**config.mk**
```make
export PLATFORM = sky130hd
export DESIGN_NAME = bn_stat_coef_flat
export DESIGN_NICKNAME = d
export VERILOG_FILES = /design/src/rtl/bn_pkg.sv /design/src/rtl/bn_stat_coef_if.sv /design/src/rtl/bn_lod.sv /design/src/rtl/bn_stat_coef.sv /design/src/flat_wrapper.sv
export SDC_FILE = /design/constraint.sdc
export NUM_CORES = 1
export LEC_CHECK = 0
export ABC_AREA = 0
export BUFFER_PORTS_ARGS = -buffer_cell sky130_fd_sc_hd__buf_2
export CAP_MARGIN = 20
export CORE_MARGIN = 4
export CORE_UTILIZATION = 57
export DETAILED_ROUTE_END_ITERATION = 16
export GPL_TIMING_DRIVEN = 0
export PLACE_DENSITY = 0.75
export SYNTH_ARGS = -nofsm -noshare
export SYNTH_HDL_FRONTEND = slang
export SYNTH_HIERARCHICAL = 1
export SYNTH_SLANG_ARGS = --single-unit
```
**constraint.sdc**
```tcl
create_clock -name clk -period 25.4 [get_ports clk]
set_input_delay 5.08 -clock clk [delete_from_list [all_inputs] [get_ports clk]]
set_output_delay 5.08 -clock clk [all_outputs]
set_load 0.01 [all_outputs]
```
**src/rtl/bn_pkg.sv**
```systemverilog
// Shared definitions for the bn pipeline: default widths, the coefficient
// FSM state encoding and a saturation helper used by bn_stat_coef and bn.
package bn_pkg;

    localparam int BN_DATA_WIDTH = 16;
    localparam int BN_FRAC_BITS  = 8;

    typedef enum logic [1:0] {
        ACC   = 2'd0,
        CALC1 = 2'd1,
        CALC2 = 2'd2
    } bn_state_e;

    // Clamp a wide signed value to the signed range of a w-bit result.
    // Callers truncate the returned value to w bits.
    function automatic logic signed [63:0] sat_to(input logic signed [63:0] v, input int w);
        logic signed [63:0] hi;
        logic signed [63:0] lo;
        hi = (64'sd1 <<< (w - 1)) - 64'sd1;
        lo = -(64'sd1 <<< (w - 1));
        if (v > hi) return hi;
        if (v < lo) return lo;
        return v;
    endfunction

endpackage

```
**src/rtl/bn_stat_coef_if.sv**
```systemverilog
// Sample-in / coefficient-out bus of bn_stat_coef.
// Handshake: a sample moves only in a cycle where valid_in and in_ready are
// both high at the rising clock edge; valid_in while in_ready is low is
// ignored and the sample is dropped. coef_valid is a one-cycle pulse with no
// back-pressure; mean_out/range_out/a_out/b_out hold their value between pulses.
interface bn_stat_coef_if #(
    parameter int DATA_WIDTH = 16
);
    logic signed [DATA_WIDTH-1:0] x_in;
    logic                         valid_in;
    logic                         in_ready;
    logic signed [DATA_WIDTH-1:0] gamma_in;
    logic signed [DATA_WIDTH-1:0] beta_in;
    logic signed [DATA_WIDTH-1:0] mean_out;
    logic        [DATA_WIDTH:0]   range_out;
    logic signed [DATA_WIDTH-1:0] a_out;
    logic signed [DATA_WIDTH-1:0] b_out;
    logic                         coef_valid;

    modport master (
        output x_in, valid_in, gamma_in, beta_in,
        input  in_ready, mean_out, range_out, a_out, b_out, coef_valid
    );

    modport slave (
        input  x_in, valid_in, gamma_in, beta_in,
        output in_ready, mean_out, range_out, a_out, b_out, coef_valid
    );
endinterface

```
**src/rtl/bn_lod.sv**
```systemverilog
// Leading-one detector: index of the most significant set bit of range_i.
// Zero and one both map to index 0.
module bn_lod #(
    parameter int W  = 17,
    parameter int KW = $clog2(W)
) (
    input  logic [W-1:0]  range_i,
    output logic [KW-1:0] k_o
);

    // Scan upward so the highest set bit wins.
    always_comb begin
        k_o = '0;
        for (int i = 0; i < W; i++) begin
            if (range_i[i]) k_o = KW'(i);
        end
    end

endmodule

```
**src/rtl/bn_stat_coef.sv**
```systemverilog
// Mini-batch statistics and range-BN coefficient generator. Accumulates
// MINI_BATCH samples, then spends two cycles deriving mean/range and the
// a/b coefficients; results appear together with a one-cycle coef_valid.
module bn_stat_coef
    import bn_pkg::*;
#(
    parameter int DATA_WIDTH = BN_DATA_WIDTH,
    parameter int MINI_BATCH = 64,
    parameter int ADDR_WIDTH = $clog2(MINI_BATCH),
    parameter int FRAC_BITS  = BN_FRAC_BITS
) (
    input  logic            clk,
    input  logic            rst_n,
    bn_stat_coef_if.slave   bus,
    output bn_state_e       state_o
);

    localparam int SW = DATA_WIDTH + ADDR_WIDTH;   // accumulator width
    localparam int KW = $clog2(DATA_WIDTH + 1);    // leading-one index width

    bn_state_e                    state_q;
    logic [ADDR_WIDTH-1:0]        count_q;
    logic signed [SW-1:0]         sum_q;
    logic signed [DATA_WIDTH-1:0] min_q, max_q;
    logic signed [DATA_WIDTH-1:0] gamma_q, beta_q;
    logic signed [DATA_WIDTH-1:0] mean_q;
    logic        [DATA_WIDTH:0]   range_q;
    logic        [KW-1:0]         k_q;
    logic signed [DATA_WIDTH-1:0] mean_o_q, a_o_q, b_o_q;
    logic        [DATA_WIDTH:0]   range_o_q;
    logic                         coef_valid_q;

    logic                         accept;
    logic                         last;
    logic signed [SW-1:0]         x_ext;
    logic signed [DATA_WIDTH-1:0] mean_d;
    logic        [DATA_WIDTH:0]   range_d;
    logic        [KW-1:0]         k_d;
    logic signed [63:0]           gamma_w, beta_w, a_w, a_ext, mean_ext, prod_w, b_w;
    logic signed [DATA_WIDTH-1:0] a_d, b_d;

    assign accept = bus.valid_in && (state_q == ACC);
    assign last   = (count_q == ADDR_WIDTH'(MINI_BATCH - 1));
    assign x_ext  = {{ADDR_WIDTH{bus.x_in[DATA_WIDTH-1]}}, bus.x_in};

    // First calc stage: floor mean is the top DATA_WIDTH bits of the sum;
    // range widened by one bit so max-min is always representable.
    always_comb begin
        mean_d  = sum_q[ADDR_WIDTH +: DATA_WIDTH];
        range_d = {max_q[DATA_WIDTH-1], max_q} - {min_q[DATA_WIDTH-1], min_q};
    end

    bn_lod #(.W(DATA_WIDTH + 1), .KW(KW)) u_lod (
        .range_i (range_d),
        .k_o     (k_d)
    );

    // Second calc stage: a = gamma scaled by 2^(FRAC_BITS-k), then b = beta - a*mean.
    always_comb begin
        gamma_w = {{(64 - DATA_WIDTH){gamma_q[DATA_WIDTH-1]}}, gamma_q};
        beta_w  = {{(64 - DATA_WIDTH){beta_q[DATA_WIDTH-1]}}, beta_q};
        if (range_q == '0) begin
            a_w = gamma_w;
        end else if (int'(k_q) <= FRAC_BITS) begin
            a_w = gamma_w <<< (FRAC_BITS - int'(k_q));
        end else begin
            a_w = gamma_w >>> (int'(k_q) - FRAC_BITS);
        end
        a_d      = DATA_WIDTH'(sat_to(a_w, DATA_WIDTH));
        a_ext    = {{(64 - DATA_WIDTH){a_d[DATA_WIDTH-1]}}, a_d};
        mean_ext = {{(64 - DATA_WIDTH){mean_q[DATA_WIDTH-1]}}, mean_q};
        prod_w   = a_ext * mean_ext;
        b_w      = beta_w - (prod_w >>> FRAC_BITS);
        b_d      = DATA_WIDTH'(sat_to(b_w, DATA_WIDTH));
    end

    // Batch FSM with accumulator, calc pipeline and registered outputs.
    always_ff @(posedge clk or negedge rst_n) begin
        if (!rst_n) begin
            state_q      <= ACC;
            count_q      <= '0;
            sum_q        <= '0;
            min_q        <= '0;
            max_q        <= '0;
            gamma_q      <= '0;
            beta_q       <= '0;
            mean_q       <= '0;
            range_q      <= '0;
            k_q          <= '0;
            mean_o_q     <= '0;
            range_o_q    <= '0;
            a_o_q        <= '0;
            b_o_q        <= '0;
            coef_valid_q <= 1'b0;
        end else begin
            coef_valid_q <= 1'b0;
            case (state_q)
                ACC: begin
                    if (accept) begin
                        if (count_q == '0) begin
                            sum_q <= x_ext;
                            min_q <= bus.x_in;
                            max_q <= bus.x_in;
                        end else begin
                            sum_q <= sum_q + x_ext;
                            if (bus.x_in < min_q) min_q <= bus.x_in;
                            if (bus.x_in > max_q) max_q <= bus.x_in;
                        end
                        if (last) begin
                            gamma_q <= bus.gamma_in;
                            beta_q  <= bus.beta_in;
                            count_q <= '0;
                            state_q <= CALC1;
                        end else begin
                            count_q <= count_q + ADDR_WIDTH'(1);
                        end
                    end
                end
                CALC1: begin
                    mean_q  <= mean_d;
                    range_q <= range_d;
                    k_q     <= k_d;
                    state_q <= CALC2;
                end
                CALC2: begin
                    mean_o_q     <= mean_q;
                    range_o_q    <= range_q;
                    a_o_q        <= a_d;
                    b_o_q        <= b_d;
                    coef_valid_q <= 1'b1;
                    state_q      <= ACC;
                end
                default: state_q <= ACC;
            endcase
        end
    end

    assign bus.in_ready   = (state_q == ACC);
    assign bus.mean_out   = mean_o_q;
    assign bus.range_out  = range_o_q;
    assign bus.a_out      = a_o_q;
    assign bus.b_out      = b_o_q;
    assign bus.coef_valid = coef_valid_q;
    assign state_o        = state_q;

endmodule
```
**src/flat_wrapper.sv**
```systemverilog
// flat-port wrapper written by rule: the top's interface ports become plain ports
module bn_stat_coef_flat import bn_pkg::*;
#(
    parameter int DATA_WIDTH = BN_DATA_WIDTH,
    parameter int MINI_BATCH = 64,
    parameter int ADDR_WIDTH = $clog2(MINI_BATCH),
    parameter int FRAC_BITS  = BN_FRAC_BITS
)
  (clk, rst_n, state_o, bus_x_in, bus_valid_in, bus_gamma_in, bus_beta_in, bus_in_ready, bus_mean_out, bus_range_out, bus_a_out, bus_b_out, bus_coef_valid);
  bn_stat_coef_if #(.DATA_WIDTH(DATA_WIDTH)) bus_i ();
  input  logic clk;
  input  logic rst_n;
  output bn_state_e state_o;
  input wire logic [$bits(bus_i.x_in)-1:0] bus_x_in;
  input wire logic [$bits(bus_i.valid_in)-1:0] bus_valid_in;
  input wire logic [$bits(bus_i.gamma_in)-1:0] bus_gamma_in;
  input wire logic [$bits(bus_i.beta_in)-1:0] bus_beta_in;
  output wire logic [$bits(bus_i.in_ready)-1:0] bus_in_ready;
  output wire logic [$bits(bus_i.mean_out)-1:0] bus_mean_out;
  output wire logic [$bits(bus_i.range_out)-1:0] bus_range_out;
  output wire logic [$bits(bus_i.a_out)-1:0] bus_a_out;
  output wire logic [$bits(bus_i.b_out)-1:0] bus_b_out;
  output wire logic [$bits(bus_i.coef_valid)-1:0] bus_coef_valid;
  assign bus_i.x_in = bus_x_in;
  assign bus_i.valid_in = bus_valid_in;
  assign bus_i.gamma_in = bus_gamma_in;
  assign bus_i.beta_in = bus_beta_in;
  assign bus_in_ready = bus_i.in_ready;
  assign bus_mean_out = bus_i.mean_out;
  assign bus_range_out = bus_i.range_out;
  assign bus_a_out = bus_i.a_out;
  assign bus_b_out = bus_i.b_out;
  assign bus_coef_valid = bus_i.coef_valid;
  bn_stat_coef #(.DATA_WIDTH(DATA_WIDTH), .MINI_BATCH(MINI_BATCH), .ADDR_WIDTH(ADDR_WIDTH), .FRAC_BITS(FRAC_BITS)) u_core (.clk(clk), .rst_n(rst_n), .bus(bus_i), .state_o(state_o));
endmodule
```
* Word-level counts from Yosys, hierarchy flattened
Cells that the tools add are included.
Word-level totals: latch bits 0, RAM bits 0, ROM bits 0, memories kept 0, flip-flop bits (word level) 198
Operators by class: add/subtract/negate cells 6, div/mod/pow operators 0, muxes and demuxes 42, eq/ne operators 5, bitwise gates (word level) 0, $mul 1, order comparisons 7, reductions and logical operators 11, shifts and indexed selects 2
Operator list (number):
- 16-bit two-way mux | 12
- 64-bit two-way mux | 2
- 5-bit two-way mux | 15
- 64-bit by 16-bit greater-than comparator with 1-bit output (second input constant) | 1
- 64-bit by 16-bit < comparator with 1-bit output (second input constant) | 1
- 16-bit by 32-bit <<< shifter with 64-bit output | 1
- 16-bit by 32-bit >>> shifter with 64-bit output | 1
- 16-bit by 16-bit multiplier with 32-bit output | 1
- 25-bit by 16-bit greater-than comparator with 1-bit output (second input constant) | 1
- 25-bit by 16-bit < comparator with 1-bit output (second input constant) | 1
- 16-bit by 24-bit subtractor with 25-bit output | 1
- 22-bit by 16-bit adder with 22-bit output | 1
- 22-bit two-way mux | 1
- 17-bit zero test | 1
- 16-bit by 16-bit subtractor with 17-bit output | 1
- 16-bit greater-than comparator | 1
- 16-bit < comparator | 1
- 3-bit AND reduction | 3
- 1-bit two-way mux | 8
- 6-bit by 1-bit adder with 6-bit output (second input constant) | 1
- 6-bit equality test (second input constant) | 1
- 6-bit zero test | 1
- 6-bit two-way mux | 1
- 4-bit by 5-bit subtractor with 6-bit output (first input constant) | 1
- other kinds (11) | 15

* Logic depth before layout (Yosys ltp)
depth in word-level cells 17, mapped depth 61, mapped depth without buffers 54

* By module
The synthesis kept the hierarchy.
By module, submodules not included:
- bn_stat_coef | instances 1, cells an instance 2705, area each 23974.2 µm²
- bn_lod | instances 1, cells an instance 27, area each 162.7 µm²

* Least setup slack after synthesis
No wires, ideal clock.
path type flip-flop to flip-flop, start point register u_core.k_q[0], end point register u_core.b_o_q[10] (netlist: u_core/bus.b_out[10]), setup time 0.137 ns, slack 13.019 ns, data required time 25.263 ns, stages on the path, launching flop included 55, arrival 12.244 ns, path through dfrtp_1 -> buf_6 -> buf_12 -> buf_8 -> buf_2 -> inv_1 -> ha_1 -> buf_2 -> buf_2 -> clkbuf_1 -> o221ai_1 -> nand3_1 -> nand2_1 -> a221o_1 -> or4_4 -> a221oi_4 -> clkbuf_1 -> o21ai_1 -> [19 not listed] -> a21oi_1 -> inv_1 -> a21oi_1 -> xor2_1 -> ha_1 -> o21a_1 -> o21ai_0 -> nor2_1 -> o21a_1 -> nor4_1 -> nor2_1 -> a221oi_1 -> a21oi_1 -> xnor2_1 -> or4_1 -> o21ai_1 -> clkbuf_1 -> a21oi_1
On the way: word-level cells in the longest chain between the ends 16, elaborated cells on any way between the ends 25, classes of those cells 3 x add/sub; 1 x mul; 5 x order compare; 2 x shift; 14 x mux
Ends and longest elaborated chain:
- from (decl) | line bn_stat_coef.sv:28 | logic [KW-1:0] k_q;
- from (signal assigned) | line bn_stat_coef.sv:122 | k_q <= k_d;
- 5-bit by 4-bit subtractor with 6-bit output / 4-bit by 5-bit subtractor with 6-bit output (equally long branches) | line bn_stat_coef.sv:67, bn_stat_coef.sv:65
- 16-bit by 32-bit >>> shifter with 64-bit output / 16-bit by 32-bit <<< shifter with 64-bit output (equally long branches) | line bn_stat_coef.sv:67, bn_stat_coef.sv:65
- 64-bit two-way mux * | line bn_stat_coef.sv:64 | end else if (int'(k_q) <= FRAC_BITS) begin
- 64-bit two-way mux * | line bn_stat_coef.sv:62 | if (range_q == '0) begin
- 64-bit by 16-bit < comparator with 1-bit output | line bn_pkg.sv:22 | if (v < lo) return lo;
- 1-bit two-way mux (2 in series) | line bn_pkg.sv:22
- 16-bit two-way mux | line bn_pkg.sv:23 | return v;
- 16-bit two-way mux * | line bn_pkg.sv:22
- 16-bit by 16-bit multiplier with 32-bit output * | line bn_stat_coef.sv:72 | prod_w = a_ext * mean_ext;
- 16-bit by 24-bit subtractor with 25-bit output * | line bn_stat_coef.sv:73 | b_w = beta_w - (prod_w >>> FRAC_BITS);
- 25-bit by 16-bit < comparator with 1-bit output | line bn_pkg.sv:22
- 1-bit two-way mux (2 in series) | line bn_pkg.sv:22
- 16-bit two-way mux | line bn_pkg.sv:23
- 16-bit two-way mux * | line bn_pkg.sv:22
- to (signal assigned) | line bn_stat_coef.sv:93 | b_o_q <= '0;
- to (signal assigned) | line bn_stat_coef.sv:129 | b_o_q <= b_d;
- to (decl) | line bn_stat_coef.sv:29 | logic signed [DATA_WIDTH-1:0] mean_o_q, a_o_q, b_o_q;
Mark *: on every way between the ends. The rest lies on a longest branch, timed or not. The select of a mux whose other input is x is not followed. A chain may end at the register's enable or synchronous reset.

* Worst setup path after layout
start point register u_core.k_q[0], end point register u_core.b_o_q[7] (netlist: u_core/bus.b_out[7])
Same word-level chain as after synthesis.

==> qor.csv <==
metric;value;unit
MaxCap Viol Count;0;
Max Fclk;0.06303;GHz
Clock Latency Late Sink;500;ps
crit path DAT;16220;ps
DR iter-0 viols;1508;
final wirelength;72700;um
RSZ-0062 raised after global routing;no;
endpoints failing setup;0;
peak supply drop;0.00007783;V
Worst Setup End Kind;flop;
clk sinks;198;
Slew @ Worst Pin;1195;ps
net switching fraction of the power;0.4751;
post-synthesis cell count;2731;
io pins;120;
htree depth;4;
cell area after synthesis;24130;sq um
PortBufs;119;
post-CTS setup repair buffer count;0;
Tcrit/Tclk final;0.6246;
Hold Path Depth;2;
largest net degree at the start of global routing;120;
DR WL/cell;21.22;um
Hold WC Path Type;reg2reg;
Routed Antenna Nets;0;
Vert. Die Dim;213.8;um
worst path required time;25750;ps
CTS Buf Count;17;
Critical Path Most Common Cell;inv_1;
Synthesis Warnings;6;
Detail Placement HPWL;58000;um
CP startpoint kind;flop;
path depth of the worst reg2reg path;55;
# resized after CTS;0;
setup_tns;0;ps
Worst R2R Setup Slack;9540;ps
Syn Area/Cell;8.837;sq um
area of the die;45700;sq um
CTS clk-pin slew, worst paths;90;ps
final net count;3366;
via-per-instance ratio;5.956;
post-layout minimum cycle time;15860;ps
total grt overflow;0;
syn nets;3223;
PD cells;64.47;nW/um^2
core footprint;41950;sq um
hold path endpoint;u_core/bus.range_out[3];
placed cell count;3393;
status;finished clean;
number of global-route vias before repair;21070;
final hold vios;0;
CTS root buffer;clkbuf_16;
sequential share of power;0.244;
hold buffers post-CTS;0;
critical path fanouts, max;10;
filler cell count;3625;
CTS max path bufs;2;
clock network power share;0.169;
area growth from synthesis to layout;8.124;%
1st-pass router iterations;5;
effective utilization at floorplan;0.5753;
chip width;213.8;um
Max-slew headroom;0.1994;
Worst path slowest cell;a31oi_1;
Setup Skew;16.35;ps
FF-to-FF Start;u_core/k_q[0];
TritonCTS clock tree;built;
layout cell share with drive strength beyond 1;0.1202;
initial antenna violation count;0;
gr usage total;0.3250;
drt drc;0;
first-pass GRT wire length;115000;um
GP Congestion;0.9828;
P_leak;0.01328;uW
row count;75;
Psw;799.2;uW
max-slew violations;0;
critical path class;reg2reg;
Diodes inserted;0;
combinational share of power;0.587;
R2R Path End;u_core/bus.b_out[7];
internal power;883.0;uW
Hold Crit Start;u_core/bus.range_out[3];
final non-filler cell total;3426;
vias;20410;
slowest stage delay, CP;910;ps
-- power groups by stage --
stage	clock network [uW]	registers, uW	logic, uW
detailed placement	0	415	960
global placement	0	412	930
finish	285	411	987
CTS	292	409	967
floorplan	0	400	720
global route	303	417	1090
-- sequential cells by signal, summed over array words and instances, names as in the netlist --
name / count
u_core/range_q: 17
u_core/bus.a_out: 16
u_core/bus.range_out: 17
u_core/min_q: 16
u_core/bus.coef_valid: 1
u_core/mean_q: 16
u_core/gamma_q: 16
u_core/state_o: 2
u_core/bus.b_out: 16
u_core/beta_q: 16
u_core/sum_q: 22
u_core/k_q: 5
u_core/max_q: 16
u_core/bus.mean_out: 16
u_core/count_q: 6
-- metrics by stage --
step | power, uW | util | hold slack [ps] | setup slack [ps] | cell area, sq um
final | 1682 | 0.6221 | 474.0 | 9535 | 26090
after global routing | 1812 | 0.6221 | 506.7 | 8654 | 26090
after CTS | 1667 | 0.6219 | 478.5 | 9937 | 26090
after detailed placement | 1376 | 0.6075 | 457.4 | 9921 | 25480
after global placement | 1342 | 0.6056 | 458.9 | 10110 | 25400
after floorplan | 1120 | - | 450.2 | 13020 | 24130
-- cell usage in the layout (no fill, tap or decap), types with 108 or more instances in the layout --
master   instances
ha_1           177
buf_2          135
dfrtp_1        198
inv_1          389
and2_1         123
a21oi_1        143
fa_1           264
o21ai_0        135
nand2_1        392
nor2_1         130
mux2_2         108
-- layer usage --
| metal | routed length (um) | up-vias | part of all wire | track usage |
|---|---|---|---|---|
| li1 | - | 9277 | - | - |
| met1 | 29770 | 10060 | 0.41 | 0.4232 |
| met2 | 33880 | 888 | 0.47 | 0.5327 |
| met3 | 6568 | 182 | 0.090 | 0.08456 |
| met4 | 2492 | 0 | 0.034 | 0.1104 |
| met5 | 0 | - | 0 | 0 |
-- how the worst max path moves through the flow --
stage	from	end	slack (ps)	cells after the start
2_1_floorplan	u_core/k_q[0]	u_core/bus.b_out[10]	13020	54
3_3_place_gp	u_core/k_q[0]	u_core/bus.b_out[14]	10110	55
3_5_place_dp	u_core/k_q[0]	u_core/bus.b_out[13]	9920	55
4_1_cts	u_core/k_q[0]	u_core/bus.b_out[7]	9940	55
5_1_grt	u_core/k_q[0]	u_core/bus.b_out[11]	8650	56
6_report	u_core/k_q[0]	u_core/bus.b_out[7]	9540	55
-- worst max-delay path: cells and delay by family, from the launching register on --
kind	cells	cell delay [ps]
AO/OA/AOI/OAI	18	5090
adder cells (fa/ha/maj)	9	3730
buffers and inverters	16	3370
AND/OR/NAND/NOR	10	2800
flip-flops	1	370
XOR/XNOR	2	330
-- cell type report --
class                   count  area, sq um  share of cell area
multi-input cells        2012        17120              0.6561
clock buffers              18        429.2             0.01645
clock inverters            14        176.4            0.006761
plain buffers             130        593.1             0.02273
repair buffers            124        678.2             0.02599
well taps                 539        674.4             0.02585
flip-flops and latches    198         4955              0.1899
inverters                 391         1468             0.05625
Note: power is estimated with default switching activity, not from simulation.
